==> config.mk <==
export PLATFORM = sky130hd
export DESIGN_NAME = rrb_demux_flat
export DESIGN_NICKNAME = d
export VERILOG_FILES = /design/src/rtl/rrb_demux_if.sv /design/src/rtl/rrb_demux.sv /design/src/flat_wrapper.sv
export SDC_FILE = /design/constraint.sdc
export NUM_CORES = 1
export LEC_CHECK = 0
export ABC_AREA = 1
export CAP_MARGIN = 5
export CORE_MARGIN = 4
export CORE_UTILIZATION = 40
export CTS_CLUSTER_SIZE = 28
export DETAILED_ROUTE_END_ITERATION = 16
export PLACE_DENSITY = 0.74
export SYNTH_ARGS = -nofsm -noshare
export SYNTH_HDL_FRONTEND = slang
export SYNTH_SLANG_ARGS = --single-unit
==> constraint.sdc <==
create_clock -name clk -period 11.1 [get_ports clk]
set_clock_uncertainty 0.05 [all_clocks]
set_input_delay 1.665 -clock clk [delete_from_list [all_inputs] [get_ports clk]]
set_output_delay 1.665 -clock clk [all_outputs]
set_load 0.01 [all_outputs]
==> src/rtl/rrb_demux_if.sv <==
// ---------------------------------------------------------------------------
// rrb_demux_if
// Handshake bundle for the rrb_demux return-path distributor.
//
// Upstream side : in_valid, in_ready, sel_one_hot, data_in
// Lane side     : out_valid, out_ready, data_out_bus (lane i on
//                 bits [(i+1)*width-1 -: width])
// Status        : sel_error (one-cycle drop pulse), drop_cnt (saturating)
//
// Modports:
//   master - the environment: drives the upstream word and the lane readies
//   slave  - the distributor itself
// ---------------------------------------------------------------------------
interface rrb_demux_if #(
    parameter int channels = 8,
    parameter int width    = 32
);
    logic                        in_valid;
    logic                        in_ready;
    logic [channels-1:0]         sel_one_hot;
    logic [width-1:0]            data_in;
    logic [channels-1:0]         out_valid;
    logic [channels-1:0]         out_ready;
    logic [channels*width-1:0]   data_out_bus;
    logic                        sel_error;
    logic [7:0]                  drop_cnt;

    modport master (
        output in_valid, sel_one_hot, data_in, out_ready,
        input  in_ready, out_valid, data_out_bus, sel_error, drop_cnt
    );

    modport slave (
        input  in_valid, sel_one_hot, data_in, out_ready,
        output in_ready, out_valid, data_out_bus, sel_error, drop_cnt
    );
endinterface

==> src/rtl/rrb_demux.sv <==
// ---------------------------------------------------------------------------
// rrb_demux
// Return-path distributor: steers each word of one shared stream into one of
// `channels` lanes selected by a one-hot select. Every lane owns a one-entry
// registered slot with valid/ready, so a stalled lane only blocks words that
// are addressed to it. Words with a non-one-hot select are accepted, dropped,
// flagged on sel_error for one cycle and counted in drop_cnt (saturating).
//
// Ports:
//   clk    - system clock, rising edge
//   reset  - synchronous, active-high
//   bus    - rrb_demux_if.slave: in_valid/in_ready/sel_one_hot/data_in,
//            out_valid/out_ready/data_out_bus, sel_error, drop_cnt
// ---------------------------------------------------------------------------
module rrb_demux #(
    parameter int channels = 8,
    parameter int width    = 32
) (
    input  logic         clk,
    input  logic         reset,
    rrb_demux_if.slave   bus
);

    logic [channels-1:0] vld_p1;
    logic [width-1:0]    data_p1 [channels];
    logic                sel_error_p1;
    logic [7:0]          drop_cnt_p1;

    logic [channels-1:0] lane_free;
    logic [channels-1:0] fill;
    logic                sel_legal;
    logic                in_ready;
    logic                accept;
    logic                drop;

    // Legal select means exactly one bit set; counted rather than
    // priority-decoded so that multi-bit selects are never silently steered.
    function automatic logic is_one_hot(input logic [channels-1:0] v);
        int unsigned n;
        n = 0;
        for (int i = 0; i < channels; i++) begin
            n = n + 32'(v[i]);
        end
        return (n == 1);
    endfunction

    function automatic logic [7:0] sat_inc(input logic [7:0] c);
        return (c == 8'hFF) ? c : c + 8'd1;
    endfunction

    // Stage p0: select decode and acceptance (combinational)
    always_comb begin
        lane_free = ~vld_p1 | bus.out_ready;
        sel_legal = is_one_hot(bus.sel_one_hot);
        in_ready  = 1'b0;
        if (!reset) begin
            // With a one-hot select the AND picks out exactly lane d's space.
            in_ready = sel_legal ? |(bus.sel_one_hot & lane_free) : 1'b1;
        end
        accept = bus.in_valid & in_ready;
        fill   = (accept && sel_legal) ? bus.sel_one_hot : '0;
        drop   = accept & ~sel_legal;
    end

    // Stage p1: lane slots and drop status registers
    always_ff @(posedge clk) begin
        if (reset) begin
            vld_p1       <= '0;
            sel_error_p1 <= 1'b0;
            drop_cnt_p1  <= 8'd0;
            for (int i = 0; i < channels; i++) begin
                data_p1[i] <= '0;
            end
        end else begin
            for (int i = 0; i < channels; i++) begin
                // A fill wins over a same-edge drain so one lane can stream
                // a word every cycle.
                if (fill[i]) begin
                    vld_p1[i]  <= 1'b1;
                    data_p1[i] <= bus.data_in;
                end else if (bus.out_ready[i]) begin
                    vld_p1[i]  <= 1'b0;
                end
            end
            sel_error_p1 <= drop;
            if (drop) begin
                drop_cnt_p1 <= sat_inc(drop_cnt_p1);
            end
        end
    end

    assign bus.in_ready  = in_ready;
    assign bus.out_valid = vld_p1;
    assign bus.sel_error = sel_error_p1;
    assign bus.drop_cnt  = drop_cnt_p1;

    for (genvar g = 0; g < channels; g++) begin : g_lane_out
        assign bus.data_out_bus[g*width +: width] = data_p1[g];
    end

endmodule
==> src/flat_wrapper.sv <==
// flat-port wrapper written by rule: the top's interface ports become plain ports
module rrb_demux_flat 
#(
    parameter int channels = 8,
    parameter int width    = 32
)
  (clk, reset, bus_in_valid, bus_sel_one_hot, bus_data_in, bus_out_ready, bus_in_ready, bus_out_valid, bus_data_out_bus, bus_sel_error, bus_drop_cnt);
  rrb_demux_if #(.channels(channels), .width(width)) bus_i ();
  input  logic clk;
  input  logic reset;
  input wire logic [$bits(bus_i.in_valid)-1:0] bus_in_valid;
  input wire logic [$bits(bus_i.sel_one_hot)-1:0] bus_sel_one_hot;
  input wire logic [$bits(bus_i.data_in)-1:0] bus_data_in;
  input wire logic [$bits(bus_i.out_ready)-1:0] bus_out_ready;
  output wire logic [$bits(bus_i.in_ready)-1:0] bus_in_ready;
  output wire logic [$bits(bus_i.out_valid)-1:0] bus_out_valid;
  output wire logic [$bits(bus_i.data_out_bus)-1:0] bus_data_out_bus;
  output wire logic [$bits(bus_i.sel_error)-1:0] bus_sel_error;
  output wire logic [$bits(bus_i.drop_cnt)-1:0] bus_drop_cnt;
  assign bus_i.in_valid = bus_in_valid;
  assign bus_i.sel_one_hot = bus_sel_one_hot;
  assign bus_i.data_in = bus_data_in;
  assign bus_i.out_ready = bus_out_ready;
  assign bus_in_ready = bus_i.in_ready;
  assign bus_out_valid = bus_i.out_valid;
  assign bus_data_out_bus = bus_i.data_out_bus;
  assign bus_sel_error = bus_i.sel_error;
  assign bus_drop_cnt = bus_i.drop_cnt;
  rrb_demux #(.channels(channels), .width(width)) u_core (.clk(clk), .reset(reset), .bus(bus_i));
endmodule
-- After elaboration in Yosys (flattened, before gate mapping)
Memory sizes are Yosys's and may differ from the RTL's.
Index checks and enable logic that the tools add are counted.
- bits in read-only memories: 0
- bits in latches: 0
- memories kept: 1
- register bits: 17
- output and inout bits: 274
- RAM bits: 256
- shifts and indexed selects: 0
- reductions and logical operators: 11
- multipliers: 0
- $add $sub $neg: 8
- magnitude comparators: 0
- divide/modulo/power cells: 0
- bitwise logic cells: 15
- equality and inequality tests: 2
- mux-type cells: 53
- memory list (name ; words ; width ; rd ports ; clocked after memory_dff ; write ports ; line ; text):
    u_core.data_p1 ; 8 ; 32 ; 8 ; 0 ; 8 ; rrb_demux.sv:25 ; logic [width-1:0] data_p1 [channels];
- operators with widths (cell ; number):
    32-bit two-way mux ; 8
    32-bit by 1-bit adder with 32-bit output ; 6
    1-bit two-way mux ; 44
    32-bit by 1-bit equality test with 1-bit output (second input constant) ; 1
    2-bit nonzero test ; 8
    8-bit by 1-bit adder with 8-bit output (second input constant) ; 1
    8-bit AND ; 1
    8-bit equality test (second input constant) ; 1
    8-bit two-way mux ; 1
    8-bit NOT ; 1
    1-bit bitwise OR ; 8
    8-bit bitwise OR ; 1
    8-bit OR reduction ; 1
    1-bit by 1-bit adder with 2-bit output ; 1
    1-bit AND ; 2
    1-bit NOT ; 2
    2-bit AND reduction ; 1
    1-bit logical AND ; 1

-- Depth between registers and ports, before layout
- depth after elaboration: 17
- depth in mapped cells: 17
- depth with buffers taken out: 17

-- Worst setup path after synthesis
OpenSTA, ideal clock, no wires.
- kind: input to register
- from: input port bus_sel_one_hot[0]
- to: memory u_core.data_p1[7][4], in the netlist u_core.data_p1[1][100], enable pin
- buffers on the path: 0
- data arrival time: 6.443 ns
- library setup time: 0.466 ns
- required time: 10.584 ns
- cell stages on the path: 14
- slack: 4.141 ns
- cells stage by stage: ha_1 -> inv_1 -> fa_1 -> fa_1 -> inv_1 -> fa_1 -> inv_1 -> fa_1 -> nand2_1 -> inv_1 -> o21ai_1 -> a21oi_1 -> nand4_4 -> o21ai_0
- RTL lines (item ; line ; text):
    start, declared ; flat_wrapper.sv:12 ; input wire logic [$bits(bus_i.sel_one_hot)-1:0] bus_sel_one_hot;
    end, declared ; rrb_demux.sv:25 ;

-- Worst setup path in the final report
- from: input port bus_sel_one_hot[0]
- to: output port bus_in_ready
- cells in the longest elaborated chain, start to end: 10
- RTL lines (item ; line ; text):
    1-bit by 1-bit adder with 2-bit output ; rrb_demux.sv:42 ; n = n + 32'(v[i]);
    32-bit by 1-bit adder with 32-bit output (6 in a row) ; rrb_demux.sv:42 ;
    32-bit by 1-bit equality test with 1-bit output ; rrb_demux.sv:44 ; return (n == 1);
    1-bit two-way mux * ; rrb_demux.sv:58 ; in_ready = sel_legal ? |(bus.sel_one_hot & lane_free) : 1'b1;
    1-bit two-way mux * ; rrb_demux.sv:56 ; if (!reset) begin
    end, declared ; flat_wrapper.sv:15 ; output wire logic [$bits(bus_i.in_ready)-1:0] bus_in_ready;
Mark *: on every way between the ends. The rest lies on a longest branch, timed or not.

==> metrics.md <==
| Metric | Value |
|---|---|
| Cell Area, Synth | 10100 µm² |
| Critical path required time | around 9.4 ns |
| Hold WS | 0.449 ns |
| Delay-heaviest family, CP | adder cells |
| Synth top area share | between 70% and 80% |
| Setup Buffers After CTS | 0 |
| Latest clock arrival within the worst-skew pair | 0.52 ns |
| Top Ports | approximately 330 |
| Sequential cell area | approximately 8000 µm² |
| Yosys top cell by area | edfxtp_1 |
| Final worst slack | ~4.0 ns |
| Wire per inst | 20.4 µm |
| # port buffers | 324 |
| Die width | 167 µm |
| Std cell rows | 57 |
| CTS root buf | clkbuf_16 |
| Fin. max-slew vios | 0 |
| Largest net degree at the start of global routing | 46 |
| DRT Wirelength | 28.6 mm |
| Minimum clock period | 7.13 ns |
| Final HPWL DP | 19.6 mm |
| Clock Sinks | between 200 and 300 |
| Most common cell in the netlist | edfxtp_1 |
| GRT Residual Overflow | 0 |
| Synth-to-Final Area Change | 43.7% |
| Final hold vios | 0 |
| Worst hold path class | flip-flop to flip-flop |
| DR iter-0 viols | 563 |
| Crit path DAT | 5.42 ns |
| CTS H-tree depth | 1 |
| Leakage power | 5.46 nW |
| Post-Place Worst Slack | 3.97 ns |
| Syn_area_per_cell | 13.9 µm² |
| CTS tree | done |
| Pwr dens | 175 nW/µm² |
| Worst-case clock buffer depth | 3 |
| Synth top cells by count | 256 x edfxtp_1, 249 x nor2_1, 84 x inv_1, 40 x nand2_1, 17 x dfxtp_1 |
| Status | complete, no violations |
| Worst rel slew slack | about a third |
| Post-layout nets | 1117 |
| Worst IR Drop VDD | 0.0000928 V |
| EDFF count, synth | roughly 260 |
| Core Region | roughly 25000 µm² |
| Setup TNS Final | 0 ns |
| Main combinational cell family by area after synthesis | simple AND/OR/NAND/NOR gates |
| DR vias/cell | 4.78 |
| Syn Nets | 784 |
| Post-CTS Resized | 0 |
| DIE AREA | 27800 µm² |
| CTS Buf Count | 28 |
| FFs w/ async S/R, synth | 0% |
| GRT Overall Usage | 19.9% |
| Crit share post-route | around 64% |
| First-pass GRT wire length | 42.4 mm |
| Post-CTS Hold Buffers | 0 |
| Max Cap Viol | 0 |
| Netlist cell types | 26 |
| Worst slew pin tran | 0.968 ns |
| Crit path largest cell delay | 0.54 ns |
| Top area cells in the synthesized netlist | edfxtp_1 76%, nor2_1 9.3%, dfxtp_1 3.4% |
| Fraction of the mapped netlist area in adder cells | ~1.3% |
| Global placement routability congestion | between 0.8 and 0.9 |
| Max FO, Critical Path | 3 |
| Sequential area share after synthesis | 79.7% |
| Vias in the first global route | 6874 |
| N_diodes | 0 |
| RSZ-0062 raised after global routing | false |
| Maximum clock rate | 0.140 GHz |
| Vias | 6702 |
| WS Path Type | primary input to output port |
| Post-Synthesis Cells | 725 |
| Mux share of post-synthesis cell area | 0% |
| Crit path cell chain | clkdlybuf4s50_1 > ha_1 > inv_1 > fa_1 > fa_1 > inv_1 > fa_1 > inv_1 > fa_1 > nand2_1 > inv_1 > o21ai_1 > a21o_1 > o21ai_0 > inv_1 > clkdlybuf4s50_1 |
| Multi-input logic area | 1530 µm² |
| Die extent in y | 167 µm |
| Slowest CP cell | clkdlybuf4s50_1 |
| Setup violators final | 0 |
| Yosys Warn Count | 0 |
| Main synth FF type | edfxtp_1 |
| Starting Density | 41.1% |
| Post-route ant nets | 0 |
| XOR/XNOR Fraction of Synth Area | 0.435% |
| Reg clk slew, reported paths | 0.06 ns |
| # fillers | 1947 |
| Post-synthesis compound-gate area fraction | less than 1% |
| CP most frequent cell | inv_1 |
| Drt pass-1 iters | 5 |
| Initial antenna violation count | 0 |
| Simple-gate area share of the yosys netlist | between 10% and 20% |
| DRC | 0 |
| Endpoint class of the critical path | output port |
| CP Buf/Inv Count | 7 |
| CP Launch Type | primary input |
| Proportion of layout cells with a drive suffix above 1 | under 10% |
| #FFs+latches synth | ~270 |
per-layer routing:
metal  wire length [µm]  up-vias  GRT usage (%)
met5                  0        -              0
met4                807        0           5.27
met3               2520       48           5.57
met2              14600      352           35.5
met1              10700     3250           23.7
li1                   -     3052              -
worst min-delay path, delay by kind of cell (launching register included):
family           cells  cell delay, ns
DFF                  1            0.33
and+or+nand+nor      2            0.13
path summary, 6_finish.rpt:
| path | startpoint | endpoint | slack [ns] | cells after the start |
|---|---|---|---|---|
| min reg2reg | u_core.bus.out_valid[5]$_SDFFE_PP0P_ | u_core.bus.out_valid[5]$_SDFFE_PP0P_ | 0.45 | 2 |
| max reg2reg | u_core.bus.out_valid[3]$_SDFFE_PP0P_ | u_core.data_p1[1][12]$_SDFFCE_PN0P_ | 8.13 | 9 |
| max | bus_sel_one_hot[0] | bus_in_ready | 3.97 | 16 |
| min | u_core.bus.out_valid[5]$_SDFFE_PP0P_ | u_core.bus.out_valid[5]$_SDFFE_PP0P_ | 0.45 | 2 |
through the flow:
step                area (µm²)  std cells  utilization, %  total power, mW
CTS                      14500       1401            59.0             2.55
finish                   14500       1401            59.0             2.54
detailed placement       13600       1352            55.3             1.63
global route             14500       1401            59.0             2.63
floorplan                10100        725               -             1.39
global placement         13600       1352            55.3             1.62
power by group:
group	internal, mW	switching (mW)
clock	0.556	0.378
sequential	1.22	0.0306
combinational	0.170	0.179
total	1.95	0.588
sequential cells by signal, indices dropped and copies added, names as in the netlist:
register	cells
u_core.bus.drop_cnt	8
u_core.bus.out_valid	8
u_core.bus.sel_error	1
u_core.data_p1	256
area by class of cell:
class | instances | share of cell area (%)
multi-input cells | 339 | 10.6
flip-flops and latches | 273 | 55.5
repair buffers | 327 | 22.5
well taps | 324 | 2.80
inverters | 89 | 2.31
clock inverters | 16 | 1.39
clock buffers | 33 | 4.97
cell usage in the layout, fill, tap and decap left out, drive strengths merged:
cell           count
xor2               3
nor2             259
clkinv             8
a21o               1
ha                 4
buf                4
fa                 4
clkinvlp           3
edfxtp           256
clkbuf            33
nand2             40
o21ai             11
bufinv             4
nand3b             1
xnor2              2
dfxtp             17
nor3               2
nand3              5
a21oi              6
clkdlybuf4s50    323
inv               90
nand4              1
logic make-up (layout without fill, tap and decap cells):
logic type                 after synthesis  count (layout)
and+or+nand+nor                        308             308
DFF                                    273             273
buffers and inverters                  113             465
adders and majority gates                8               8
xor gates and xnor gates                 5               5
AOI/OAI and AO/OA                       18              18
(Power assumes the default switching activity.)
